==> src/rtl/servo_pkg.sv <==
// Shared defaults and FSM encoding for the servo H-bridge PWM driver.
package servo_pkg;

    localparam int unsigned CANT_BITS_DEF  = 13;
    localparam int unsigned SHIFT_DEF      = 10;
    localparam int unsigned PWM_BITS_DEF   = 11;
    localparam int unsigned PWM_PERIOD_DEF = 1000;
    localparam int unsigned DEAD_CYC_DEF   = 8;

    typedef enum logic [1:0] {
        S_FWD  = 2'd0,
        S_REV  = 2'd1,
        S_DEAD = 2'd2
    } pwm_state_e;

    // Bridge-leg state that drives a given direction bit.
    function automatic pwm_state_e leg_state(input logic dir);
        return dir ? S_REV : S_FWD;
    endfunction

endpackage

==> src/rtl/yk_sat_scale.sv <==
// Combinational |Yk| >> SHIFT with saturation to PWM_PERIOD; reports sign and clip flag.
module yk_sat_scale
    import servo_pkg::*;
#(
    parameter int unsigned CANT_BITS  = CANT_BITS_DEF,
    parameter int unsigned SHIFT      = SHIFT_DEF,
    parameter int unsigned PWM_BITS   = PWM_BITS_DEF,
    parameter int unsigned PWM_PERIOD = PWM_PERIOD_DEF
) (
    input  logic [2*CANT_BITS-1:0] yk_i,
    output logic [PWM_BITS-1:0]    mag_o,
    output logic                   sign_o,
    output logic                   sat_o
);

    localparam int unsigned YW = 2 * CANT_BITS;
    localparam int unsigned AW = YW + 1;
    localparam logic [AW-1:0] PERIOD_W = AW'(PWM_PERIOD);

    logic [AW-1:0] yk_ext;
    logic [AW-1:0] abs_val;
    logic [AW-1:0] shifted;

    // One extra bit keeps the most negative Yk representable after negation.
    always_comb begin
        yk_ext  = {yk_i[YW-1], yk_i};
        abs_val = yk_i[YW-1] ? ((~yk_ext) + AW'(1)) : yk_ext;
        shifted = abs_val >> SHIFT;
        sat_o   = (shifted > PERIOD_W);
        mag_o   = sat_o ? PWM_BITS'(PWM_PERIOD) : shifted[PWM_BITS-1:0];
        sign_o  = yk_i[YW-1];
    end

endmodule

==> src/rtl/servo_pwm_driver.sv <==
// Turns the signed IPD effort Yk into a period-shadowed duty/direction and a two-leg PWM.
// Optional: define PWM_DEADTIME_EN to hold both legs low for DEAD_CYC cycles on a reversal.
module servo_pwm_driver
    import servo_pkg::*;
#(
    parameter int unsigned CANT_BITS  = CANT_BITS_DEF,
    parameter int unsigned SHIFT      = SHIFT_DEF,
    parameter int unsigned PWM_BITS   = PWM_BITS_DEF,
    parameter int unsigned PWM_PERIOD = PWM_PERIOD_DEF,
    parameter int unsigned DEAD_CYC   = DEAD_CYC_DEF
) (
    input  logic                   Clk_G,
    input  logic                   Rst_G,
    input  logic [2*CANT_BITS-1:0] Yk,
    input  logic                   Yk_En,
    output logic                   Pwm_A,
    output logic                   Pwm_B,
    output logic                   Dir,
    output logic [PWM_BITS-1:0]    Duty,
    output logic                   Sat,
    output logic                   Period_Tick
);

    localparam logic [PWM_BITS-1:0] CNT_LAST = PWM_BITS'(PWM_PERIOD - 1);
`ifdef PWM_DEADTIME_EN
    localparam logic [PWM_BITS-1:0] DEAD_LAST = PWM_BITS'(DEAD_CYC - 1);
`endif

    if (PWM_PERIOD < 2 || PWM_PERIOD >= (1 << PWM_BITS) ||
        DEAD_CYC < 1 || DEAD_CYC >= PWM_PERIOD) begin : g_param_check
        $error("servo_pwm_driver: inconsistent PWM_PERIOD/PWM_BITS/DEAD_CYC");
    end

    logic [PWM_BITS-1:0] cnt_q, cnt_d;
    logic [PWM_BITS-1:0] pend_duty_q, pend_duty_d;
    logic [PWM_BITS-1:0] duty_q, duty_d;
    logic                pend_dir_q, pend_dir_d;
    logic                dir_q, dir_d;
    logic                sat_q, sat_d;
    logic                pwm_a_q, pwm_a_d;
    logic                pwm_b_q, pwm_b_d;
    pwm_state_e          state_q, state_d;

    logic                wrap;
    logic                pwm_on;
    logic [PWM_BITS-1:0] sc_mag;
    logic                sc_sign;
    logic                sc_sat;

    yk_sat_scale #(
        .CANT_BITS  (CANT_BITS),
        .SHIFT      (SHIFT),
        .PWM_BITS   (PWM_BITS),
        .PWM_PERIOD (PWM_PERIOD)
    ) u_scale (
        .yk_i   (Yk),
        .mag_o  (sc_mag),
        .sign_o (sc_sign),
        .sat_o  (sc_sat)
    );

    assign wrap = (cnt_q == CNT_LAST);

    // Capture and shadow share the wrap edge, so a strobe in the wrap cycle
    // lands in pending while active still takes the previous pending value.
    always_comb begin
        cnt_d       = wrap ? '0 : cnt_q + PWM_BITS'(1);
        pend_duty_d = pend_duty_q;
        pend_dir_d  = pend_dir_q;
        sat_d       = sat_q;
        duty_d      = duty_q;
        dir_d       = dir_q;
        if (Yk_En) begin
            pend_duty_d = sc_mag;
            pend_dir_d  = sc_sign;
            sat_d       = sc_sat;
        end
        if (wrap) begin
            duty_d = pend_duty_q;
            dir_d  = pend_dir_q;
        end
        pwm_on  = (cnt_q < duty_q);
        pwm_a_d = pwm_on && (state_q == S_FWD);
        pwm_b_d = pwm_on && (state_q == S_REV);
    end

    always_comb begin
        state_d = state_q;
        if (wrap) begin
`ifdef PWM_DEADTIME_EN
            if (state_q == S_DEAD || leg_state(pend_dir_q) == state_q) begin
                state_d = leg_state(pend_dir_q);
            end else begin
                state_d = S_DEAD;
            end
`else
            state_d = leg_state(pend_dir_q);
`endif
        end
`ifdef PWM_DEADTIME_EN
        else if (state_q == S_DEAD && cnt_q == DEAD_LAST) begin
            state_d = leg_state(dir_q);
        end
`endif
    end

    always_ff @(posedge Clk_G) begin
        if (Rst_G) begin
            cnt_q       <= '0;
            pend_duty_q <= '0;
            pend_dir_q  <= 1'b0;
            duty_q      <= '0;
            dir_q       <= 1'b0;
            sat_q       <= 1'b0;
            pwm_a_q     <= 1'b0;
            pwm_b_q     <= 1'b0;
            state_q     <= S_FWD;
        end else begin
            cnt_q       <= cnt_d;
            pend_duty_q <= pend_duty_d;
            pend_dir_q  <= pend_dir_d;
            duty_q      <= duty_d;
            dir_q       <= dir_d;
            sat_q       <= sat_d;
            pwm_a_q     <= pwm_a_d;
            pwm_b_q     <= pwm_b_d;
            state_q     <= state_d;
        end
    end

    assign Pwm_A       = pwm_a_q;
    assign Pwm_B       = pwm_b_q;
    assign Dir         = dir_q;
    assign Duty        = duty_q;
    assign Sat         = sat_q;
    assign Period_Tick = wrap;

endmodule

==> config.mk <==
export PLATFORM = sky130hd
export DESIGN_NAME = servo_pwm_driver
export DESIGN_NICKNAME = d
export VERILOG_FILES = /design/src/rtl/servo_pkg.sv /design/src/rtl/yk_sat_scale.sv /design/src/rtl/servo_pwm_driver.sv
export SDC_FILE = /design/constraint.sdc
export NUM_CORES = 1
export LEC_CHECK = 0
export CORE_MARGIN = 8
export CORE_UTILIZATION = 50
export DETAILED_ROUTE_END_ITERATION = 8
export PLACE_DENSITY = 0.79
export SYNTH_ARGS = -nofsm -noshare
export SYNTH_HDL_FRONTEND = slang
export SYNTH_SLANG_ARGS = --single-unit
==> constraint.sdc <==
create_clock -name Clk_G -period 2.7 [get_ports Clk_G]
set_input_delay 0.27 -clock Clk_G [delete_from_list [all_inputs] [get_ports Clk_G]]
set_output_delay 0.27 -clock Clk_G [all_outputs]
set_load 0.01 [all_outputs]
==> results summary, run 1 <==
The flow ran to the end, and the final reports show no timing, DRC or antenna violations. Across the run, the number of max-cap violations was 0. The worst setup path is launched from an input pin. The maximum number of pins on one net before global-route repair came out at 18. Using the TritonRoute via totals, the vias-per-cell ratio works out to between 5 and 6. The final-report hold violation count came out at 0.

The final cell utilization of the core is between 60% and 70%. The area share of the largest cell type after synthesis came out at between 30% and 40%. The number of hold buffers added after CTS came out at 0. After synthesis, the netlist uses between 40 and 50 different library cells. The complex-gate fraction of the synthesized area came out at a little over an eighth. The combined area of the multi-input logic cells came out at 1230 um2. The synthesized-area fraction occupied by adder cells is under 10%. The total half-perimeter wirelength after legalization and detailed placement came out at about 3700 um. The cell total after placement came out at 336. The worst hold-check slack is 0.477 ns. The leakage power came out at 1.03 nW. After Yosys synthesis, and, or, nand and nor cells account for 22.9% of the synthesized area.

The combinational power share is a little under an eighth. The signal on the critical path passes through clkdlybuf4s50_1 > or3_4 > or2_1 > or3_4 > mux2i_1 > o221a_4 > and2b_4 > a22o_2. The via count of the first global-routing pass was between 1500 and 2000. Dividing the detail-routed wire length by the instance count gives 13.4 um. The largest stage delay on the critical path came out at between 0.4 and 0.5 ns. The vertical extent of the die came out at 80.5 um.

The number of clock buffers inserted by TritonCTS is 5. The xor-xnor portion of the synthesized cell area came out at between 8 and 9%. The DRC violations left is 0. The cell class contributing the biggest share of worst-path delay is simple AND/OR/NAND/NOR gates. The floorplan step set the die width to 80.5 um.

The required time reported for the critical path endpoint came out at 2.89 ns. The clock network latency to the later pin of the worst-skew pair is 0.29 ns. The fraction of power consumed by sequential logic is about 45%. The worst min-delay path category is reg2reg. In the synthesized netlist the dominant register cell turns out to be sky130_fd_sc_hd__dfxtp_1. The commonest cells after synthesis are 45 x sky130_fd_sc_hd__nor2_1, 38 x sky130_fd_sc_hd__dfxtp_1, 16 x sky130_fd_sc_hd__xor2_1. The shortest period the worst path allows is 2.45 ns. 0 antenna diodes ended up in the layout.

For this run the aggregate overflow at the end of global routing stands at 0. The region available for standard cell placement spans 4000 um2. The number of instances resized during post-cts repair came out at 0.

The initial antenna violation count came out at 0. The clock sink total came out at 38. The H-tree generated during clock tree synthesis spans 2 levels. The worst setup path is captured at a flop.

The die covers about 6500 um2. For the worst setup path, the data arrival time is between 2 and 3 ns. The clock transition at the register clock pins on the worst setup and hold paths after CTS came out at about 0.080 ns. Timing would allow up to roughly 410 MHz. In this run, the number of DRC markers left after iteration 0 of detailed routing was 57.

The total nets after synthesis came out at between 200 and 300. Setup repair after global routing left no endpoint under its margin. The final RePlAce weighted congestion is 0.819. The slew at the pin with the worst max-slew slack came out at around 0.67 ns. The number of flip-flops and latches in the synthesized netlist is 38. In this run, the clock network consumes 43.6% of the power. Of the total power, the share spent switching nets is 21.4%.

The max-slew violation count was 0. The standard-cell row count is 23. The number of warnings issued by yosys came out at 0. 45 I/O pins were placed. The number of setup buffers added after CTS is 0. The sequential cell area is 761 um2.

The clock passes through at most 2 buffers. Among all stages on the critical path, the largest delay is contributed by sky130_fd_sc_hd__or3_4. The initial cell density of the core is 52.0%.

The cell chosen for the clock root is sky130_fd_sc_hd__clkbuf_8. The number of inserted filler cells in the final layout came out at ~330. The worst-path maximum fanout came out at 8. The count of flip-flops with a built-in enable after synthesis is 0. The total wire length is 4610 um. The internal portion of the total power is approximately 1 mW.

The final clock skew came out at a little under 0.006 ns. TritonCTS built the clock tree. For this run, asynchronously set or reset flops after synthesis account for 0%. The remaining antenna violation count after routing is 0.

Compared with the post-synthesis result, the final layout area differs by 32.9%. The count of input and output buffers is 44. sky130_fd_sc_hd__dfxtp_1 takes more of the synthesized area than any other cell. For this run, the post-layout net count is about 330. The final non-filler cell total is approximately 340.

The headroom to the max-slew limit is 55.4%. The library cell appearing most often on the critical path is sky130_fd_sc_hd__or3_4. The detailed-route via count came out at between 1500 and 2000. The critical path class is in2reg. Yosys instantiated no cell more often than sky130_fd_sc_hd__nor2_1. The switching power is about 0.28 mW. The mapped cell area is 2080 um2. The combinational family with the most area after synthesis is simple AND/OR/NAND/NOR gates. The synthesized area per cell came out at between 8 and 9 um2. The number of standard cells after synthesis came out at 241.

The number of iterations in the first detailed-routing pass came out at 4. The final-report setup violation count came out at 0. Ranked by total cell area, the synthesized netlist is headed by sky130_fd_sc_hd__dfxtp_1 37%, sky130_fd_sc_hd__nor2_1 8.1%, sky130_fd_sc_hd__mux2i_1 7.2%. The fraction of synthesized area in multiplexers is 7.77%. Power spread over the standard cell area amounts to 474 nW/um2. The share of the clock period used by the worst path is 90.8%.

The number of buffers and inverters on the critical path is 1. The first-pass GRT wire length is 7830 um. The overall global routing resource usage is 14.9%. The worst-case vdd ir drop came out at around 0.22 mV. The fraction of layout cells with a size suffix above 1 is about an eighth. The sequential element share of the synthesized area is a little over a third.
stage by stage:
stage	total power, mW	setup TNS (ns)	cell area [um2]	setup slack (ns)
finish	1.31	0	2760	0.247
global route	1.36	0	2760	0.132
CTS	1.32	0	2760	0.260
detailed placement	0.751	-0.189	2620	-0.0582
global placement	0.747	-0.0118	2620	-0.00309
floorplan	0.670	0	2080	0.413
placed cells by master (no fill, tap or decap), types with 3 or more instances in the layout:
cell type	count
sky130_fd_sc_hd__clkdlybuf4s50_1	44
sky130_fd_sc_hd__o21ai_0	10
sky130_fd_sc_hd__nand2_1	12
sky130_fd_sc_hd__xor2_1	16
sky130_fd_sc_hd__a211oi_1	8
sky130_fd_sc_hd__inv_1	12
sky130_fd_sc_hd__a22o_2	4
sky130_fd_sc_hd__ha_1	11
sky130_fd_sc_hd__or3_1	4
sky130_fd_sc_hd__mux2i_1	15
sky130_fd_sc_hd__nor3_1	5
sky130_fd_sc_hd__nor2_1	45
sky130_fd_sc_hd__and3_1	3
sky130_fd_sc_hd__clkbuf_8	5
sky130_fd_sc_hd__dfxtp_1	38
sky130_fd_sc_hd__nand3_1	8
sky130_fd_sc_hd__nor4_1	3
sky130_fd_sc_hd__o31ai_1	4
sky130_fd_sc_hd__buf_4	11
sky130_fd_sc_hd__xnor2_1	3
final cells by class:
type	instances	area share, %
Timing Repair Buffer	55	18.9
Multi-Input combinational cell	181	44.6
Sequential cell	38	27.5
Clock buffer	5	2.49
Clock inverter	3	2.49
Tap cell	50	2.27
Inverter	12	1.63
sequential cells by signal (all words and copies together), names as in the netlist:
signal,cells
Pwm_A,1
pend_duty_q,11
Pwm_B,1
cnt_q,11
Duty,11
Dir,1
Sat,1
pend_dir_q,1
power by group through the flow:
stage / registers, mW / clock network [mW] / logic (mW)
floorplan: 0.596 / 0 / 0.0736
global placement: 0.598 / 0 / 0.149
detailed placement: 0.599 / 0 / 0.152
CTS: 0.586 / 0.580 / 0.153
global route: 0.587 / 0.607 / 0.168
finish: 0.585 / 0.570 / 0.152
per-layer routing:
metal | vias up | share of wire, % | track usage [%]
met4 | 0 | 1.1 | 4.36
met5 | - | 0 | 0
met2 | 45 | 48 | 24.9
met1 | 864 | 46 | 17.9
met3 | 8 | 5.3 | 4.35
li1 | 943 | - | -
worst paths after layout:
path,end,start,slack (ns),cells after the start
worst max-delay path,pend_duty_q[2],Yk[11],0.25,8
worst min-delay path,pend_duty_q[10],pend_duty_q[10],0.48,1
worst max register to register,cnt_q[6],cnt_q[5],0.87,6
worst min register to register,pend_duty_q[10],pend_duty_q[10],0.48,1
logic make-up (layout without fill, tap and decap cells):
kind of cell	Yosys count	after routing
simple gates	98	98
fa+ha+maj	11	11
buf+inv	22	75
xor+xnor	19	19
flops	38	38
mux	16	16
compound gates	37	37
Power figures use the tool's default switching activity.
==> inputs of run 2 (changes only) <==
--- a/config.mk
+++ b/config.mk
@@ -5,10 +5,12 @@
 export SDC_FILE = /design/constraint.sdc
 export NUM_CORES = 1
 export LEC_CHECK = 0
+export CAP_MARGIN = 40
 export CORE_MARGIN = 8
 export CORE_UTILIZATION = 50
 export DETAILED_ROUTE_END_ITERATION = 8
 export PLACE_DENSITY = 0.79
+export RECOVER_POWER = 50
 export SYNTH_ARGS = -nofsm -noshare
 export SYNTH_HDL_FRONTEND = slang
 export SYNTH_SLANG_ARGS = --single-unit
==> results summary, run 2 (synthesized netlist as in run 1, its figures left out) <==
Result of the run: complete, no violations (unchanged). The origin of the worst setup path is Yk[11] (unchanged). CP cell instances: clkdlybuf4s50_1 > or3_4 > or2_1 > or3_4 > mux2i_1 > o221a_4 > and2b_4 > a22o_2 (unchanged). The number of nets in the layout came out at 333 (unchanged). The combinational power share is 11.5% (was 11.6%).

The cell area power density was 475 nW/um2 (was 474 nW/um2). The element type at the critical path end is a flop (unchanged). The number of ports placed on the die boundary is 45 (unchanged).

The max-slew violation count is 0 (unchanged). The data arrival at the endpoint of the critical path is 2.64 ns (about the same). The leakage power is 1.08 nW (was 1.03 nW). The routed via count divided by cell count is 5.38 (was 5.41). The overall global routing resource usage is 14.9% (unchanged).

The internal power contribution came out at 1.03 mW (about the same). RSZ-0062 raised after global routing: false (unchanged). Most frequent cells in the layout: 45 x sky130_fd_sc_hd__nor2_1, 38 x sky130_fd_sc_hd__dfxtp_1, 28 x sky130_fd_sc_hd__clkdlybuf4s50_1, 16 x sky130_fd_sc_hd__xor2_1, 16 x sky130_fd_sc_hd__dlygate4sd3_1 (was 45 x sky130_fd_sc_hd__nor2_1, 44 x sky130_fd_sc_hd__clkdlybuf4s50_1, 38 x sky130_fd_sc_hd__dfxtp_1, 16 x sky130_fd_sc_hd__xor2_1, 15 x sky130_fd_sc_hd__mux2i_1). The clock transition at the register clock pins on the worst setup and hold paths after CTS came out at 0.08 ns (about the same). The initial cell density of the core came out at 52.0% (unchanged). The first-pass GRT wire length is 7830 um (unchanged).

The shortest period the worst path allows was 2.45 ns (about the same). The final-report hold violation count came out at 0 (unchanged). The leading cell type in the layout, fill and taps excluded is sky130_fd_sc_hd__nor2_1 (unchanged). The detailed-route via count came out at 1849 (was 1860). The synthesis-to-layout area growth is 32.2% (was 32.9%).

The largest stage delay on the critical path was 0.43 ns (about the same). The slew at the pin with the worst max-slew slack came out at 0.915 ns (was 0.667 ns). The number of hold buffers added after CTS is 0 (unchanged). The headroom to the max-slew limit is 39.0% (was 55.4%). The DRC violations left is 0 (unchanged).

The maximum number of pins on one net before global-route repair is 18 (unchanged). The routed wirelength normalized by instance count is 13.3 um (was 13.4 um). The worst min-delay path category is reg2reg (unchanged). The startpoint of the worst-slack reg-to-reg timing path is cnt_q[5] (unchanged).

The clock sink total came out at 38 (unchanged). The number of clock buffers inserted by TritonCTS is 5 (unchanged). The cell with the largest stage delay on the worst path is sky130_fd_sc_hd__or3_4 (unchanged). The area of the core region came to 4000 um2 (unchanged). The cell class contributing the biggest share of worst-path delay was simple AND/OR/NAND/NOR gates (unchanged). The cell area after placement is 2620 um2 (unchanged). The cell chosen for the clock root was sky130_fd_sc_hd__clkbuf_8 (unchanged). The number of instances resized during post-cts repair came out at 0 (unchanged).

The share of the clock period used by the worst path is 90.8% (about the same). The worst-path maximum fanout is 8 (unchanged). The remaining antenna violation count after routing came out at 0 (unchanged). The sum of buffers and inverters on the critical path is 1 (unchanged). The max-capacitance violation count is 0 (unchanged).

The upper clock frequency limit is 408 MHz (about the same). The switching power is 0.279 mW (was 0.280 mW). The vertical extent of the die is 80.5 um (unchanged). The standard-cell row count came to 23 (unchanged). The total wire length is 4580 um (was 4610 um). The number of setup buffers added after CTS is 0 (unchanged). The category of the worst setup path launch point is an input pin (unchanged). The number of diodes came to 0 (unchanged). The count of input and output buffers came to 44 (unchanged).

The via count of the first global-routing pass was 1779 (unchanged). The final-report setup violation count came out at 0 (unchanged). The overall overflow remaining after global route is 0 (unchanged). The TritonCTS clock tree is done (unchanged).

The initial antenna violation count came out at 0 (unchanged). The fraction of power consumed by sequential logic is 44.8% (about the same). The fraction of layout cells with a size suffix above 1 is 10.9% (was 11.9%). The iteration-0 DRC count of the detailed router was 56 (was 57). The total half-perimeter wirelength after legalization and detailed placement is 3710 um (unchanged). The clock share of power was 43.7% (was 43.6%). The x dimension of the die was 80.5 um (unchanged). The clock network latency to the later pin of the worst-skew pair is 0.29 ns (about the same). The CTS H-tree depth came out at 2 (unchanged).

The critical path class was in2reg (unchanged). The post-layout total power is 1.31 mW (about the same). The final clock skew came to 0.00573 ns (was 0.00580 ns). The switching power share of the total came out at 21.4% (about the same). The startpoint of the tightest hold check path is pend_duty_q[10] (unchanged). The area enclosed by the die boundary is 6480 um2 (unchanged). The final cell utilization of the core is 68.7% (was 69.0%). The required time reported for the critical path endpoint came out at 2.89 ns (about the same).

The maximum buffer depth of the clock tree is 2 (unchanged). The final RePlAce weighted congestion is 0.819 (unchanged). The number of iterations in the first detailed-routing pass came out at 4 (unchanged). The cell area after layout is 2750 um2 (was 2760 um2). The library cell appearing most often on the critical path is sky130_fd_sc_hd__or3_4 (unchanged).

The worst-case vdd ir drop came out at 0.216 mV (about the same).
## run 2: cell types whose count changed in the layout (fill, tap and decap cells not counted)
cell | previous run | this run
sky130_fd_sc_hd__nor4_2 | 1 | 0
sky130_fd_sc_hd__clkdlybuf4s50_1 | 44 | 28
sky130_fd_sc_hd__dlygate4sd3_1 | 0 | 16
sky130_fd_sc_hd__buf_4 | 11 | 9
sky130_fd_sc_hd__clkbuf_1 | 0 | 2
sky130_fd_sc_hd__nor4_1 | 3 | 4
## run 2: path summary, 6_finish.rpt
check                                  endpoint  slack, ns  cells after the start
worst max-delay path             pend_duty_q[2]       0.25                      8
worst min-delay path            pend_duty_q[10]       0.47                      1
worst max register to register         cnt_q[6]       0.29                      6
worst min register to register  pend_duty_q[10]       0.47                      1
## run 2: metal layers
| metal | vias up | share of wire (%) | global-route usage, % | wire, um |
|---|---|---|---|---|
| met2 | 47 | 47 | 24.9 | 2150 |
| met4 | 0 | 1.1 | 4.36 | 50 |
| met5 | - | 0 | 0 | 0 |
| met3 | 8 | 5.4 | 4.35 | 246 |
| li1 | 945 | - | - | - |
| met1 | 849 | 46 | 17.9 | 2130 |
## run 2: final cells by class
type                            instances  area [um2]
Tap cell                               50        62.6
Inverter                               12        45.0
Clock inverter                          3        68.8
Fill cell                             338        1250
Timing Repair Buffer                   55         515
Multi-Input combinational cell        181        1230
Sequential cell                        38         761
Clock buffer                            5        68.8
## run 2: power by group through the flow
stage	logic (mW)	clock network, mW	registers [mW]
6_report	0.150	0.570	0.585
5_1_grt	0.166	0.607	0.587
4_1_cts	0.153	0.580	0.586
3_5_place_dp	0.152	0	0.599
3_3_place_gp	0.149	0	0.598
2_1_floorplan	0.0736	0	0.596
## run 2: stage by stage
step                hold WS [ns]  setup TNS (ns)  setup WS, ns  std cells
floorplan                  0.430               0         0.413        241
global placement           0.444         -0.0118      -0.00309        336
detailed placement         0.463          -0.189       -0.0582        336
CTS                        0.482               0         0.260        344
global route               0.497               0        0.0771        344
finish                     0.474               0         0.247        344
## run 2: worst register-to-register path, cell delays in order (launching register included)
cell and delay [ns]:
sky130_fd_sc_hd__dfxtp_1 0.43, sky130_fd_sc_hd__and3_1 0.23, sky130_fd_sc_hd__nand3_1 0.10, sky130_fd_sc_hd__nor4_1 0.39, sky130_fd_sc_hd__clkbuf_1 0.74, sky130_fd_sc_hd__or2_2 0.35, sky130_fd_sc_hd__nor2_1 0.07
==> inputs of run 3 (changes only) <==
--- a/config.mk
+++ b/config.mk
@@ -8,6 +8,7 @@
 export CAP_MARGIN = 40
 export CORE_MARGIN = 8
 export CORE_UTILIZATION = 50
+export CTS_CLUSTER_SIZE = 20
 export DETAILED_ROUTE_END_ITERATION = 8
 export PLACE_DENSITY = 0.79
 export RECOVER_POWER = 50
==> results of run 3 <==
Final layout, timing and power as in run 2 (identical DEF).
